## src/rtl/positron_layer_serializer_pkg.sv

```systemverilog
// Shared posit-layer definitions: serializer FSM encoding and index sizing helper.
package posit_defines;

    typedef enum logic {
        SER_COLLECT = 1'b0,
        SER_STREAM  = 1'b1
    } serializer_state_t;

    // Ceiling log2; returns 0 for values <= 1.
    function automatic int log2(input int value);
        int r;
        r = 0;
        for (int i = 0; i < 31; i++) begin
            if ((1 << i) < value) begin
                r = i + 1;
            end
        end
        return r;
    endfunction

endpackage

```

## src/rtl/positron_layer_serializer_if.sv

```systemverilog
// Lane-side capture bus plus the serial output stream of one positron layer.
interface positron_layer_serializer_if #(
    parameter int POSIT_WIDTH = 4,
    parameter int NB_POSITRON = 16
);
    // Handshake: a beat transfers on a rising clk edge where valid (rts) and
    // ready (rtr) are both high; once raised, valid and its payload hold
    // stable until that transfer and ready never gates whether valid rises.
    logic [NB_POSITRON-1:0]             rts_i;
    logic [NB_POSITRON-1:0]             eow_i;
    logic [NB_POSITRON*POSIT_WIDTH-1:0] posit_i;
    logic [NB_POSITRON-1:0]             rtr_o;
    logic                               rtr_i;
    logic                               rts_o;
    logic                               sow_o;
    logic                               eow_o;
    logic [POSIT_WIDTH-1:0]             posit_o;

    modport master (
        output rts_i, eow_i, posit_i, rtr_i,
        input  rtr_o, rts_o, sow_o, eow_o, posit_o
    );

    modport slave (
        input  rts_i, eow_i, posit_i, rtr_i,
        output rtr_o, rts_o, sow_o, eow_o, posit_o
    );

endinterface

```

## src/rtl/positron_layer_serializer.sv

```systemverilog
// Captures one end-of-window posit per upstream positron, then replays the
// layer as a sow/eow-framed serial window, one posit per beat.
module positron_layer_serializer
    import posit_defines::*;
#(
    parameter int POSIT_WIDTH = 4,
    parameter int NB_POSITRON = 16
) (
    input  logic                       clk,
    input  logic                       rst_n,
    positron_layer_serializer_if.slave bus,
    output serializer_state_t          state_dbg
);

    localparam int IDX_W = (log2(NB_POSITRON) > 1) ? log2(NB_POSITRON) : 1;
    localparam logic [IDX_W-1:0] LAST_IDX = IDX_W'(NB_POSITRON - 1);

    serializer_state_t        state_q, state_d;
    logic [NB_POSITRON-1:0]   flag_q, flag_d;
    logic [NB_POSITRON-1:0]   cap;
    logic [IDX_W-1:0]         idx_q, idx_d;
    logic [POSIT_WIDTH-1:0]   buf_q [NB_POSITRON];
    logic                     streaming;
    logic                     last_beat;

    assign streaming = (state_q == SER_STREAM);
    assign last_beat = (idx_q == LAST_IDX);

    // A lane is only accepted while collecting and not yet captured this window.
    assign cap = streaming ? '0 : (bus.rts_i & ~flag_q);

    always_comb begin
        state_d = state_q;
        flag_d  = flag_q;
        idx_d   = idx_q;
        case (state_q)
            SER_COLLECT: begin
                flag_d = flag_q | cap;
                if (&flag_d) begin
                    state_d = SER_STREAM;
                    idx_d   = '0;
                end
            end
            SER_STREAM: begin
                if (bus.rtr_i) begin
                    if (last_beat) begin
                        flag_d  = '0;
                        idx_d   = '0;
                        state_d = SER_COLLECT;
                    end else begin
                        idx_d = idx_q + 1'b1;
                    end
                end
            end
            default: begin
                state_d = SER_COLLECT;
                flag_d  = '0;
                idx_d   = '0;
            end
        endcase
    end

    always_ff @(posedge clk or negedge rst_n) begin
        if (!rst_n) begin
            state_q <= SER_COLLECT;
            flag_q  <= '0;
            idx_q   <= '0;
        end else begin
            state_q <= state_d;
            flag_q  <= flag_d;
            idx_q   <= idx_d;
        end
    end

    always_ff @(posedge clk or negedge rst_n) begin
        if (!rst_n) begin
            for (int k = 0; k < NB_POSITRON; k++) begin
                buf_q[k] <= '0;
            end
        end else begin
            for (int k = 0; k < NB_POSITRON; k++) begin
                if (cap[k]) begin
                    buf_q[k] <= bus.posit_i[k*POSIT_WIDTH +: POSIT_WIDTH];
                end
            end
        end
    end

    // Outputs decode registered state only, so they cannot retract under rtr_i.
    assign bus.rtr_o   = streaming ? '0 : ~flag_q;
    assign bus.rts_o   = streaming;
    assign bus.sow_o   = streaming && (idx_q == '0);
    assign bus.eow_o   = streaming && last_beat;
    assign bus.posit_o = streaming ? buf_q[idx_q] : '0;
    assign state_dbg   = state_q;

    // Upstream positrons only present a result at the end of their window.
    assert property (@(posedge clk) disable iff (!rst_n)
        ((bus.rts_i & ~bus.eow_i) == '0));

endmodule

```

## src/flat_wrapper.sv

```systemverilog
// flat-port wrapper written by rule: the top's interface ports become plain ports
module positron_layer_serializer_flat import posit_defines::*;
#(
    parameter int POSIT_WIDTH = 4,
    parameter int NB_POSITRON = 16
)
  (clk, rst_n, state_dbg, bus_rts_i, bus_eow_i, bus_posit_i, bus_rtr_i, bus_rtr_o, bus_rts_o, bus_sow_o, bus_eow_o, bus_posit_o);
  positron_layer_serializer_if #(.POSIT_WIDTH(POSIT_WIDTH), .NB_POSITRON(NB_POSITRON)) bus_i ();
  input  logic clk;
  input  logic rst_n;
  output serializer_state_t state_dbg;
  input wire logic [$bits(bus_i.rts_i)-1:0] bus_rts_i;
  input wire logic [$bits(bus_i.eow_i)-1:0] bus_eow_i;
  input wire logic [$bits(bus_i.posit_i)-1:0] bus_posit_i;
  input wire logic [$bits(bus_i.rtr_i)-1:0] bus_rtr_i;
  output wire logic [$bits(bus_i.rtr_o)-1:0] bus_rtr_o;
  output wire logic [$bits(bus_i.rts_o)-1:0] bus_rts_o;
  output wire logic [$bits(bus_i.sow_o)-1:0] bus_sow_o;
  output wire logic [$bits(bus_i.eow_o)-1:0] bus_eow_o;
  output wire logic [$bits(bus_i.posit_o)-1:0] bus_posit_o;
  assign bus_i.rts_i = bus_rts_i;
  assign bus_i.eow_i = bus_eow_i;
  assign bus_i.posit_i = bus_posit_i;
  assign bus_i.rtr_i = bus_rtr_i;
  assign bus_rtr_o = bus_i.rtr_o;
  assign bus_rts_o = bus_i.rts_o;
  assign bus_sow_o = bus_i.sow_o;
  assign bus_eow_o = bus_i.eow_o;
  assign bus_posit_o = bus_i.posit_o;
  positron_layer_serializer #(.POSIT_WIDTH(POSIT_WIDTH), .NB_POSITRON(NB_POSITRON)) u_core (.clk(clk), .rst_n(rst_n), .bus(bus_i), .state_dbg(state_dbg));
endmodule
```

## config.mk

```make
export PLATFORM = sky130hd
export DESIGN_NAME = positron_layer_serializer_flat
export DESIGN_NICKNAME = d
export VERILOG_FILES = /design/src/rtl/positron_layer_serializer_pkg.sv /design/src/rtl/positron_layer_serializer_if.sv /design/src/rtl/positron_layer_serializer.sv /design/src/flat_wrapper.sv
export SDC_FILE = /design/constraint.sdc
export NUM_CORES = 1
export LEC_CHECK = 0
export CAP_MARGIN = 20
export CORE_UTILIZATION = 50
export CTS_CLUSTER_DIAMETER = 150
export DETAILED_ROUTE_END_ITERATION = 10
export PLACE_DENSITY_LB_ADDON = 0.2
export SYNTH_ARGS = -nofsm -noshare
export SYNTH_HDL_FRONTEND = slang
export SYNTH_SLANG_ARGS = --single-unit
```

## constraint.sdc

```tcl
create_clock -name clk -period 3.4 [get_ports clk]
set_input_delay 0.68 -clock clk [delete_from_list [all_inputs] [get_ports clk]]
set_output_delay 0.68 -clock clk [all_outputs]
set_load 0.02 [all_outputs]
```

---- Yosys cells after proc, flatten, opt, wreduce, memory -nomap -nowiden ----
Cells that the tools add are included.
storage, ports and cells
  bits in registers ....................... 85
operators by class
  multiplexer cells ....................... 17
  reduce and logical (&&, ||, !) cells .... 6
  add/subtract/negate cells ............... 1
  equal/unequal tests ..................... 4
  bitwise logic cells ..................... 5
  order comparisons ....................... 1
operator list
  operator                                       number
  2-to-1 mux 16 bit                              4
  one-hot mux 16 bit (2 select lines)            1
  2-to-1 mux 4 bit                               6
  AND 16 bit                                     1
  binary-select mux 4 bit (select 4 bit)         1
  inverter 16 bit                                1
  OR 16 bit                                      1
  AND reduction 16 bit                           1
  one-hot mux 4 bit (2 select lines)             1
  >= comparator 5 bit, second input constant     1
  inverter 4 -> 5 bit                            1
  adder 4 x 1 -> 4 bit, second input constant    1
  equality test 4 bit, second input constant     1
  zero test 4 bit                                1
  != test 2 bit, second input constant           2
  AND reduction 2 bit                            2
  2-to-1 mux 1 bit                               3
  logical AND 1 bit                              2
  != test 2 x 1 -> 1 bit, second input constant  1
  one-hot mux 1 bit (2 select lines)             1
  inverter 1 bit                                 1

---- Depth between registers and ports, before layout ----
Gate-level depths: netlist of the first run.
  depth after elaboration ................. 7
  mapped depth ............................ 6

---- Worst setup path before layout of the first run ----
No wires, ideal clock.
  kind .................................... reg2out
  start point ............................. register u_core.idx_q[0]
  end point ............................... output bus_posit_o[0]
  data arrival time ....................... 1,483 ps
  data required time ...................... 2,720 ps
  setup slack ............................. 1,237 ps
  stages on the path, launching flop included .. 6
  cell sequence ........................... dfrtp_1 -> buf_6 -> buf_6 -> mux4_2 -> mux2i_1 -> o22ai_1
on the way
  cells in the longest elaborated chain, start to end .. 5
RTL lines
  element                                              line                             RTL
  start, declared                                      positron_layer_serializer.sv:21  logic [IDX_W-1:0] idx_q, idx_d;
  start signal, assigned                               positron_layer_serializer.sv:71  idx_q <= idx_d;
  inverter 4 -> 5 bit (implied by the code)            positron_layer_serializer.sv:94  assign bus.posit_o = streaming ? buf_q[idx_q] : '0;
  binary-select mux 4 bit (select 4 bit)               positron_layer_serializer.sv:94
  2-to-1 mux 4 bit (implied by the code) (2 in a row)  positron_layer_serializer.sv:94
  2-to-1 mux 4 bit                                     positron_layer_serializer.sv:94
  end, declared                                        flat_wrapper.sv:20               output wire logic [$bits(bus_i.posit_o)-1:0] bus_posit_o;
Every way passes these cells. The select of a mux whose other input is x is not followed.

---- Worst setup path in the final report of the first run ----
Same ends and word-level chain as after synthesis.

==> metrics.txt, run 1 <==
most frequent cells after synthesis=dfrtp_1, mux2_2, nor2_1, a21oi_1, mux4_2; first-pass GRT wire length=14.8 mm; Mapped Cells=291; Synth Register Bits=85; Crit Path Max Fanout=16; top post-synthesis cells by area=dfrtp_1, mux2_2, mux4_2; total power=4.45 mW; largest net degree at the start of global routing=86; Max Clk Rate=306 MHz; Vias/cell=5.50; wire per inst=18.4 microns; Clock Latency Late Sink=0.36 ns; Worst Path Required=2.72 ns; asr flop ratio synth=1.00; Worst Skew=0.00944 ns; CTS tree=done; n_diodes=0; buffer count from post-CTS setup fixing=0; dpl hpwl=6.90 mm; Initial DRT Pass Iterations=4; Port-buffer cells=106; row count=32; Final Net Count=503; Antenna Nets Post-Route=0; Util after Layout=0.694; TritonCTS Sinks=85; via count=2800; vias in the first global route=2876; Final Cycle Share=0.960; final WL=9.35 mm; H-tree depth=3; unrepaired setup endpoints after global routing=false; Congestion Overflow GR=0; Starting Density=0.516; Final setup viols=0; Lkg Pwr=2.14 nW; Synth Area per Inst=13.6 sq um; status=complete, no violations; Final Hold Vio Count=0; gpl congestion=0.786; share of cells above drive strength 1=0.265; All-Layer GR Usage=0.241; crit start category=flop; Slew Viols, Final=0; IO Pins=123; Horiz. Die Dim=91.1 microns; Post-synth top flop=dfrtp_1; Layout Cells excl Fill=509; syn_nets=392; slew margin rel.=0.591; Max Cap Violations=0; dpl cells=492; PD cells=835 mW/mm^2; most frequent cell after synthesis=dfrtp_1; worst vdd ir=0.000444 V; Hold Path Class=in -> async; number of flops mapped to enable cells by yosys=0; Post-Syn Area=0.00397 sq mm; Setup crit end kind=primary output; initial antenna violation count=0; Placement Cell Area=0.00510 sq mm; DR DRC count=0; Resize count post-CTS=0; fillcell total=579; Root Buffer=clkbuf_8; kind of critical path=reg -> out; post-synth top area cell=dfrtp_1; CTS Buffer Depth=2; Num CTS Buffers=9; Critical Path AT=2.58 ns; DRT iter0 DRCs=168; setup TNS=0 ns; Yosys warning total=0; Seq/Total Area, Yosys=0.536; distinct cell type count after synthesis=28; Worst Max-Slew Pin Slew=0.614 ns; fin area=0.00533 sq mm; die height=91.1 microns; Reg clk slew, reported paths=0.08 ns; top cell type's share of synthesized area=0.536; Die Area=0.00830 sq mm; RR Startpoint=u_core.bus.rts_o; CORE AREA=0.00769 sq mm; min Tclk post-route=3.26 ns; # hold bufs at CTS=0; CP startpoint=u_core.idx_q[0]; Area Overhead vs Synth=34.3%
routing by layer:
metal / track usage / wire length (microns) / up-vias
li1: - / - / 1275
met1: 0.323 / 3980 / 1405
met2: 0.389 / 4610 / 103
met3: 0.0469 / 577 / 17
met4: 0.0939 / 186 / 0
met5: 0 / 0 / -
logic make-up (layout without fill, tap and decap cells):
kind of cell	after synthesis	in the layout	share of synthesized area
muxes	88	88	0.292
DFF	85	85	0.536
and+or+nand+nor	70	70	0.0949
AOI/OAI and AO/OA	31	31	0.0444
buffers and inverters	15	131	0.0262
adders and majority gates	2	2	0.00630
power by group:
part           internal [mW]  total (mW)  switching, mW
combinational           1.07        1.84          0.771
clock                  0.414       0.759          0.345
sequential              1.51        1.86          0.351
total                   2.99        4.45           1.47
worst paths after layout:
path / to / slack, ns / depth (start not counted)
min in group clk: u_core.buf_q[2] / 0.51 / 1
worst max-delay path: bus_posit_o[0] / 0.14 / 5
worst min-delay path: u_core.buf_q[42] / 0.23 / 1
max in group asynchronous: u_core.flag_q[9] / 2.55 / 2
worst max register to register: u_core.idx_q[2] / 1.27 / 5
worst min register to register: u_core.buf_q[2] / 0.51 / 1
cell type report:
type,count,area (sq um),share of cell area
flip-flops and latches,85,2130,0.399
multi-input cells,191,1740,0.326
repair buffers,111,1120,0.209
clock buffers,12,135,0.0253
well taps,102,128,0.0239
clock inverters,4,72.6,0.0136
inverters,4,15.0,0.00282
per-stage QoR:
step	hold WS, ns	worst slack [ns]
global placement	0.484	0.586
finish	0.232	0.136
CTS	0.510	0.181
global route	0.242	0.0240
detailed placement	0.491	0.574
floorplan	0.384	1.24
worst max-delay path, stage by stage, from the launching register on:
cell and delay [ns]:
dfrtp_1 0.35, buf_4 0.30, mux4_2 0.55, mux2i_1 0.32, o22ai_1 0.15, clkdlybuf4s50_1 0.56
state kept, by name, indices dropped and copies added (netlist names):
register and count:
u_core.buf_q 64, u_core.flag_q 16, u_core.idx_q 4, u_core.bus.rts_o 1
placed cells by master, fill, tap and decap left out, drive strengths merged:
cell and count:
o21ai 2, clkdlybuf4s50 105, inv 4, buf 6, a21o 1, clkinv 1, clkinvlp 1, ha 2
and3 1, nand2b 1, and2 14, nand2 6, mux2 64, a21oi 20, mux2i 8, nor2 36
clkbuf 12, mux4 16, or4 1, o22ai 5, bufinv 2, nand4 2, a32o 1, nand3 2
a31o 2, nor4 4, dfrtp 85, nor3b 3
(Power assumes the default switching activity.)
==> run 2, diff against run 1 <==
--- a/config.mk
+++ b/config.mk
@@ -6,10 +6,12 @@
 export NUM_CORES = 1
 export LEC_CHECK = 0
 export CAP_MARGIN = 20
+export CORE_ASPECT_RATIO = 1.1
 export CORE_UTILIZATION = 50
 export CTS_CLUSTER_DIAMETER = 150
 export DETAILED_ROUTE_END_ITERATION = 10
 export PLACE_DENSITY_LB_ADDON = 0.2
+export RECOVER_POWER = 50
 export SYNTH_ARGS = -nofsm -noshare
 export SYNTH_HDL_FRONTEND = slang
 export SYNTH_SLANG_ARGS = --single-unit
==> run 2 against run 1 <==
The flow now finishes with violations (max-capacitance violations, max-slew violations); clock-buffer cell count is 1 lower; flip-flop and latch count is the same; maximum frequency grew 2.4%; global-route usage is 0.065 points higher; utilization increased by 1.1 points; total power up 0.72%; largest cell class unchanged.
==> metrics.txt, run 2 (synthesis results as in run 1) <==
Setup crit end kind=primary output (unchanged); slew margin rel.=-0.179 (was 0.591); Final Hold Vio Count=0 (unchanged); Num CTS Buffers=9 (unchanged); first-pass GRT wire length=14.4 mm (was 14.8 mm); unrepaired setup endpoints after global routing=false (unchanged); Most flops, register=u_core.buf_q (unchanged); post-place setup slack=0.615 ns (was 0.574 ns); CTS Buffer Depth=2 (unchanged); failing checks=max-capacitance violations, max-slew violations; gpl congestion=0.810 (was 0.786); H-tree depth=3 (unchanged); DRT iter0 DRCs=173 (was 168); Area Overhead vs Synth=34.2% (was 34.3%); Horiz. Die Dim=87.0 microns (was 91.1 microns); Root Buffer=clkbuf_8 (unchanged); vias in the first global route=2884 (was 2876); total power=4.49 mW (was 4.45 mW); Die Area=0.00830 sq mm (about the same); Crit Path Max Fanout=15 (was 16); Port-buffer cells=106 (unchanged); fillcell total=539 (was 579); kind of cell adding the most delay to the critical path=buffers and inverters (was multiplexers); area of the multi-input gates=0.00174 sq mm (unchanged); PD cells=842 mW/mm^2 (was 835 mW/mm^2); min Tclk post-route=3.19 ns (was 3.26 ns); setup TNS=0 ns (unchanged); Resize count post-CTS=0 (unchanged); Lkg Pwr=2.13 nW (was 2.14 nW); Congestion Overflow GR=0 (unchanged); # hold bufs at CTS=0 (unchanged); cells along the critical path=buf_4 > mux4_2 > mux2i_1 > o22ai_1 > clkdlybuf4s50_1 (unchanged); initial antenna violation count=0 (unchanged); Storage cell area=0.00213 sq mm (unchanged); CTS tree=done (unchanged); Antenna Nets Post-Route=0 (unchanged); buffer count from post-CTS setup fixing=0 (unchanged); Final Net Count=503 (unchanged); Starting Density=0.525 (was 0.516); most frequent cells in the layout=clkdlybuf4s50_1, dfrtp_1, mux2_2 (unchanged); share of cells above drive strength 1=0.268 (was 0.265); Buf/Inv on CP=2 (unchanged); CORE AREA=0.00756 sq mm (was 0.00769 sq mm); Hold Path Class=in -> async (unchanged); status=finished with violations (was complete, no violations); n_diodes=0 (unchanged); kind of critical path=reg -> out (unchanged); crit start category=flop (unchanged); max FFs per register=64 (unchanged); Worst Path Required=2.72 ns (about the same); die height=95.5 microns (was 91.1 microns); Final Cycle Share=0.937 (was 0.960); largest net degree at the start of global routing=86 (unchanged); Worst Max-Slew Pin Slew=1.77 ns (was 0.614 ns); worst vdd ir=0.000377 V (was 0.000444 V); final WL=9.33 mm (was 9.35 mm); worst hold slack=0.339 ns (was 0.232 ns); wire per inst=18.2 microns (was 18.4 microns); final worst slack=0.213 ns (was 0.136 ns); Max Cap Violations=1 (was 0); Initial DRT Pass Iterations=4 (unchanged); Critical-path top delay cell=mux4_2 (was clkdlybuf4s50_1); row count=33 (was 32); Slew Viols, Final=74 (was 0); Critical Path AT=2.51 ns (was 2.58 ns); Max Clk Rate=314 MHz (was 306 MHz); TritonCTS Sinks=85 (unchanged); via count=2797 (was 2800); IO Pins=123 (unchanged); Vias/cell=5.46 (was 5.50); DR DRC count=0 (unchanged); biggest regs=u_core.buf_q x64, u_core.flag_q x16, u_core.idx_q x4 (unchanged); commonest non-fill, non-tap cell in the layout=clkdlybuf4s50_1 (unchanged); dpl hpwl=6.98 mm (was 6.90 mm); Reg clk slew, reported paths=0.08 ns (about the same); Clock Latency Late Sink=0.35 ns (was 0.36 ns); CP peak stage delay=0.56 ns (about the same); All-Layer GR Usage=0.241 (about the same); Worst Skew=0.0125 ns (was 0.00944 ns); Final setup viols=0 (unchanged)
run 2: metrics by stage:
| step | cells | utilization | area, sq um |
|---|---|---|---|
| floorplan | 291 | - | 3970 |
| global placement | 495 | 0.675 | 5100 |
| detailed placement | 495 | 0.675 | 5100 |
| CTS | 511 | 0.705 | 5330 |
| global route | 512 | 0.705 | 5330 |
| finish | 512 | 0.705 | 5330 |
run 2: final cells by class:
cell class / count / share of cell area
flip-flops and latches: 85 / 0.399
multi-input cells: 191 / 0.326
repair buffers: 111 / 0.205
clock buffers: 11 / 0.0265
well taps: 105 / 0.0247
clock inverters: 5 / 0.0157
inverters: 4 / 0.00282
run 2: power by group:
group | switching, mW | internal, mW
Combinational | 0.763 | 1.06
Clock | 0.359 | 0.435
Sequential | 0.362 | 1.51
run 2: worst paths after layout:
check / from / to / cells past startpoint / slack [ns]
setup / recovery: u_core.idx_q[0] / bus_posit_o[0] / 5 / 0.21
setup reg to reg: u_core.idx_q[1] / u_core.flag_q[13] / 5 / 1.30
hold reg to reg: u_core.buf_q[54] / u_core.buf_q[54] / 1 / 0.51
max in group asynchronous: rst_n / u_core.flag_q[14] / 2 / 0.91
hold / removal: rst_n / u_core.buf_q[42] / 1 / 0.34
min in group clk: u_core.buf_q[54] / u_core.buf_q[54] / 1 / 0.51
run 2: per-layer routing:
| layer | global-route usage | routed length, microns | vias to the layer above |
|---|---|---|---|
| met5 | 0 | 0 | - |
| met4 | 0.0931 | 134 | 0 |
| met3 | 0.0442 | 490 | 12 |
| met2 | 0.415 | 4950 | 92 |
| met1 | 0.304 | 3760 | 1412 |
| li1 | - | - | 1281 |
==> run 3, diff against run 2 <==
--- a/config.mk
+++ b/config.mk
@@ -5,8 +5,9 @@
 export SDC_FILE = /design/constraint.sdc
 export NUM_CORES = 1
 export LEC_CHECK = 0
-export CAP_MARGIN = 20
+export CAP_MARGIN = 30
 export CORE_ASPECT_RATIO = 1.1
+export CORE_MARGIN = 4
 export CORE_UTILIZATION = 50
 export CTS_CLUSTER_DIAMETER = 150
 export DETAILED_ROUTE_END_ITERATION = 10
==> run 3 against run 2 <==
The run now ends clean; sequential power is essentially flat; flip-flop and latch count unchanged; clock-buffer cell count unchanged; critical path depth unchanged; non-clock buffer count down 1; global-route usage down 2.9 points; clock skew is 0.00085 ns lower; largest cell class unchanged; highest routed layer unchanged.
==> metrics.txt, run 3 (synthesis results as in run 1) <==
Reg clk slew, reported paths=0.08 ns (about the same); Critical Path AT=2.58 ns (was 2.51 ns); Horiz. Die Dim=93.0 microns (was 87.0 microns); kind of critical path=reg -> out (unchanged); most frequent cells in the layout=clkdlybuf4s50_1, dfrtp_1, mux2_2 (unchanged); biggest regs=u_core.buf_q x64, u_core.flag_q x16, u_core.idx_q x4 (unchanged); Crit Path Max Fanout=17 (was 15); Initial DRT Pass Iterations=4 (unchanged); vias in the first global route=2983 (was 2884); Antenna Nets Post-Route=0 (unchanged); status=complete, no violations (was finished with violations); total power=4.48 mW (was 4.49 mW); crit start category=flop (unchanged); first-pass GRT wire length=15.0 mm (was 14.4 mm); gpl congestion=0.785 (was 0.810); worst hold slack=0.510 ns (was 0.339 ns); Worst Max-Slew Pin Slew=1.44 ns (was 1.77 ns); PD cells=841 mW/mm^2 (was 842 mW/mm^2); Most flops, register=u_core.buf_q (unchanged); CTS Buffer Depth=2 (unchanged); buffer count from post-CTS setup fixing=0 (unchanged); R2R cell count=6 (was 5); slew margin rel.=0.0424 (was -0.179); Port-buffer cells=106 (unchanged); worst vdd ir=0.000456 V (was 0.000377 V); Worst Skew=0.0117 ns (was 0.0125 ns); Worst Path Required=2.72 ns (about the same); CORE AREA=0.00760 sq mm (was 0.00756 sq mm); DR DRC count=0 (unchanged); Final Hold Vio Count=0 (unchanged); final WL=9.50 mm (was 9.33 mm); CTS tree=done (unchanged); Worst path depth=5 (unchanged); Clock Latency Late Sink=0.35 ns (about the same); Die Area=0.00943 sq mm (was 0.00830 sq mm); Setup crit end kind=primary output (unchanged); unrepaired setup endpoints after global routing=false (unchanged); Area Overhead vs Synth=34.1% (was 34.2%); IO Pins=123 (unchanged); largest net degree at the start of global routing=61 (was 86); grt peak-use layer=met2 (unchanged); row count=33 (unchanged); setup TNS=0 ns (unchanged); Slew Viols, Final=0 (was 74); Root Buffer=clkbuf_8 (unchanged); Final setup viols=0 (unchanged); Num CTS Buffers=9 (unchanged); Lkg Pwr=2.13 nW (about the same); TritonCTS Sinks=85 (unchanged); dpl hpwl=7.29 mm (was 6.98 mm); cells along the critical path=buf_12 > mux4_2 > mux2i_1 > o22ai_1 > clkdlybuf4s50_1 (was buf_4 > mux4_2 > mux2i_1 > o22ai_1 > clkdlybuf4s50_1); Starting Density=0.523 (was 0.525); Resize count post-CTS=0 (unchanged); die height=101 microns (was 95.5 microns); max FFs per register=64 (unchanged); All-Layer GR Usage=0.212 (was 0.241); Hold Path Class=reg -> reg (was in -> async); kind of cell adding the most delay to the critical path=multiplexers (was buffers and inverters); Vias/cell=5.40 (was 5.46); share of cells above drive strength 1=0.261 (was 0.268); via count=2758 (was 2797); initial antenna violation count=0 (unchanged); Max Cap Violations=0 (was 1); Hold Path Cell Cnt=1; M3 GR Usage=0.0371 (was 0.0442); Final Net Count=502 (was 503); CP peak stage delay=0.55 ns (was 0.56 ns); min Tclk post-route=3.26 ns (was 3.19 ns); n_diodes=0 (unchanged); H-tree depth=3 (unchanged); Max Clk Rate=307 MHz (was 314 MHz); wire per inst=18.6 microns (was 18.2 microns); Buf/Inv on CP=2 (unchanged); Congestion Overflow GR=0 (unchanged); Final Cycle Share=0.959 (was 0.937); commonest non-fill, non-tap cell in the layout=clkdlybuf4s50_1 (unchanged); DRT iter0 DRCs=126 (was 173); M1 GR Usage=0.272 (was 0.304); # hold bufs at CTS=0 (unchanged); met2 GRT Util=0.365 (was 0.415); Critical-path top delay cell=clkdlybuf4s50_1 (was mux4_2); Util after Layout=0.701 (was 0.705)
-- run 3: cell types whose count changed in the layout (fill, tap and decap cells not counted), sizes merged --
cell / delta
dlygate4sd3: +2
buf: -1
clkdlybuf4s50: -2
-- run 3: worst paths after layout --
kind,start,to,slack (ns)
worst max register to register,u_core.bus.rts_o,u_core.idx_q[2],1.21
max in group asynchronous,rst_n,u_core.flag_q[11],0.70
worst min-delay path,u_core.buf_q[40],u_core.buf_q[40],0.51
min in group asynchronous,rst_n,u_core.buf_q[41],0.62
worst max-delay path,u_core.idx_q[0],bus_posit_o[2],0.14
worst min register to register,u_core.buf_q[40],u_core.buf_q[40],0.51
-- run 3: cell type report --
| class | count | area [sq um] |
|---|---|---|
| Clock buffer | 11 | 141 |
| Clock inverter | 5 | 83.8 |
| Fill cell | 595 | 2270 |
| Inverter | 4 | 15.0 |
| Multi-Input combinational cell | 191 | 1730 |
| Sequential cell | 85 | 2130 |
| Tap cell | 105 | 131 |
| Timing Repair Buffer | 110 | 1090 |
-- run 3: worst reg2reg max path, stage by stage, from the launching register on --
cell	delay, ns
dfrtp_1	0.53
buf_4	0.28
inv_2	0.27
a21oi_1	0.15
nor4_2	0.35
nand4_2	0.21
a32o_1	0.30
-- run 3: power by group --
part           leakage [nW]  switching (mW)  internal (mW)
sequential            0.991           0.347           1.51
clock                 0.106           0.362          0.436
combinational          1.03           0.760           1.07
-- run 3: stage by stage --
stage	setup WS [ns]	area, sq um	instances
detailed placement	0.555	5130	495
global placement	0.556	5110	494
global route	0.0522	5320	511
CTS	0.163	5360	511
finish	0.140	5320	511
floorplan	1.24	3970	291
-- run 3: routing by layer --
metal	vias up	routed length (microns)
met5	-	0
met4	0	174
met3	16	475
met2	87	4810
met1	1378	4040
li1	1277	-
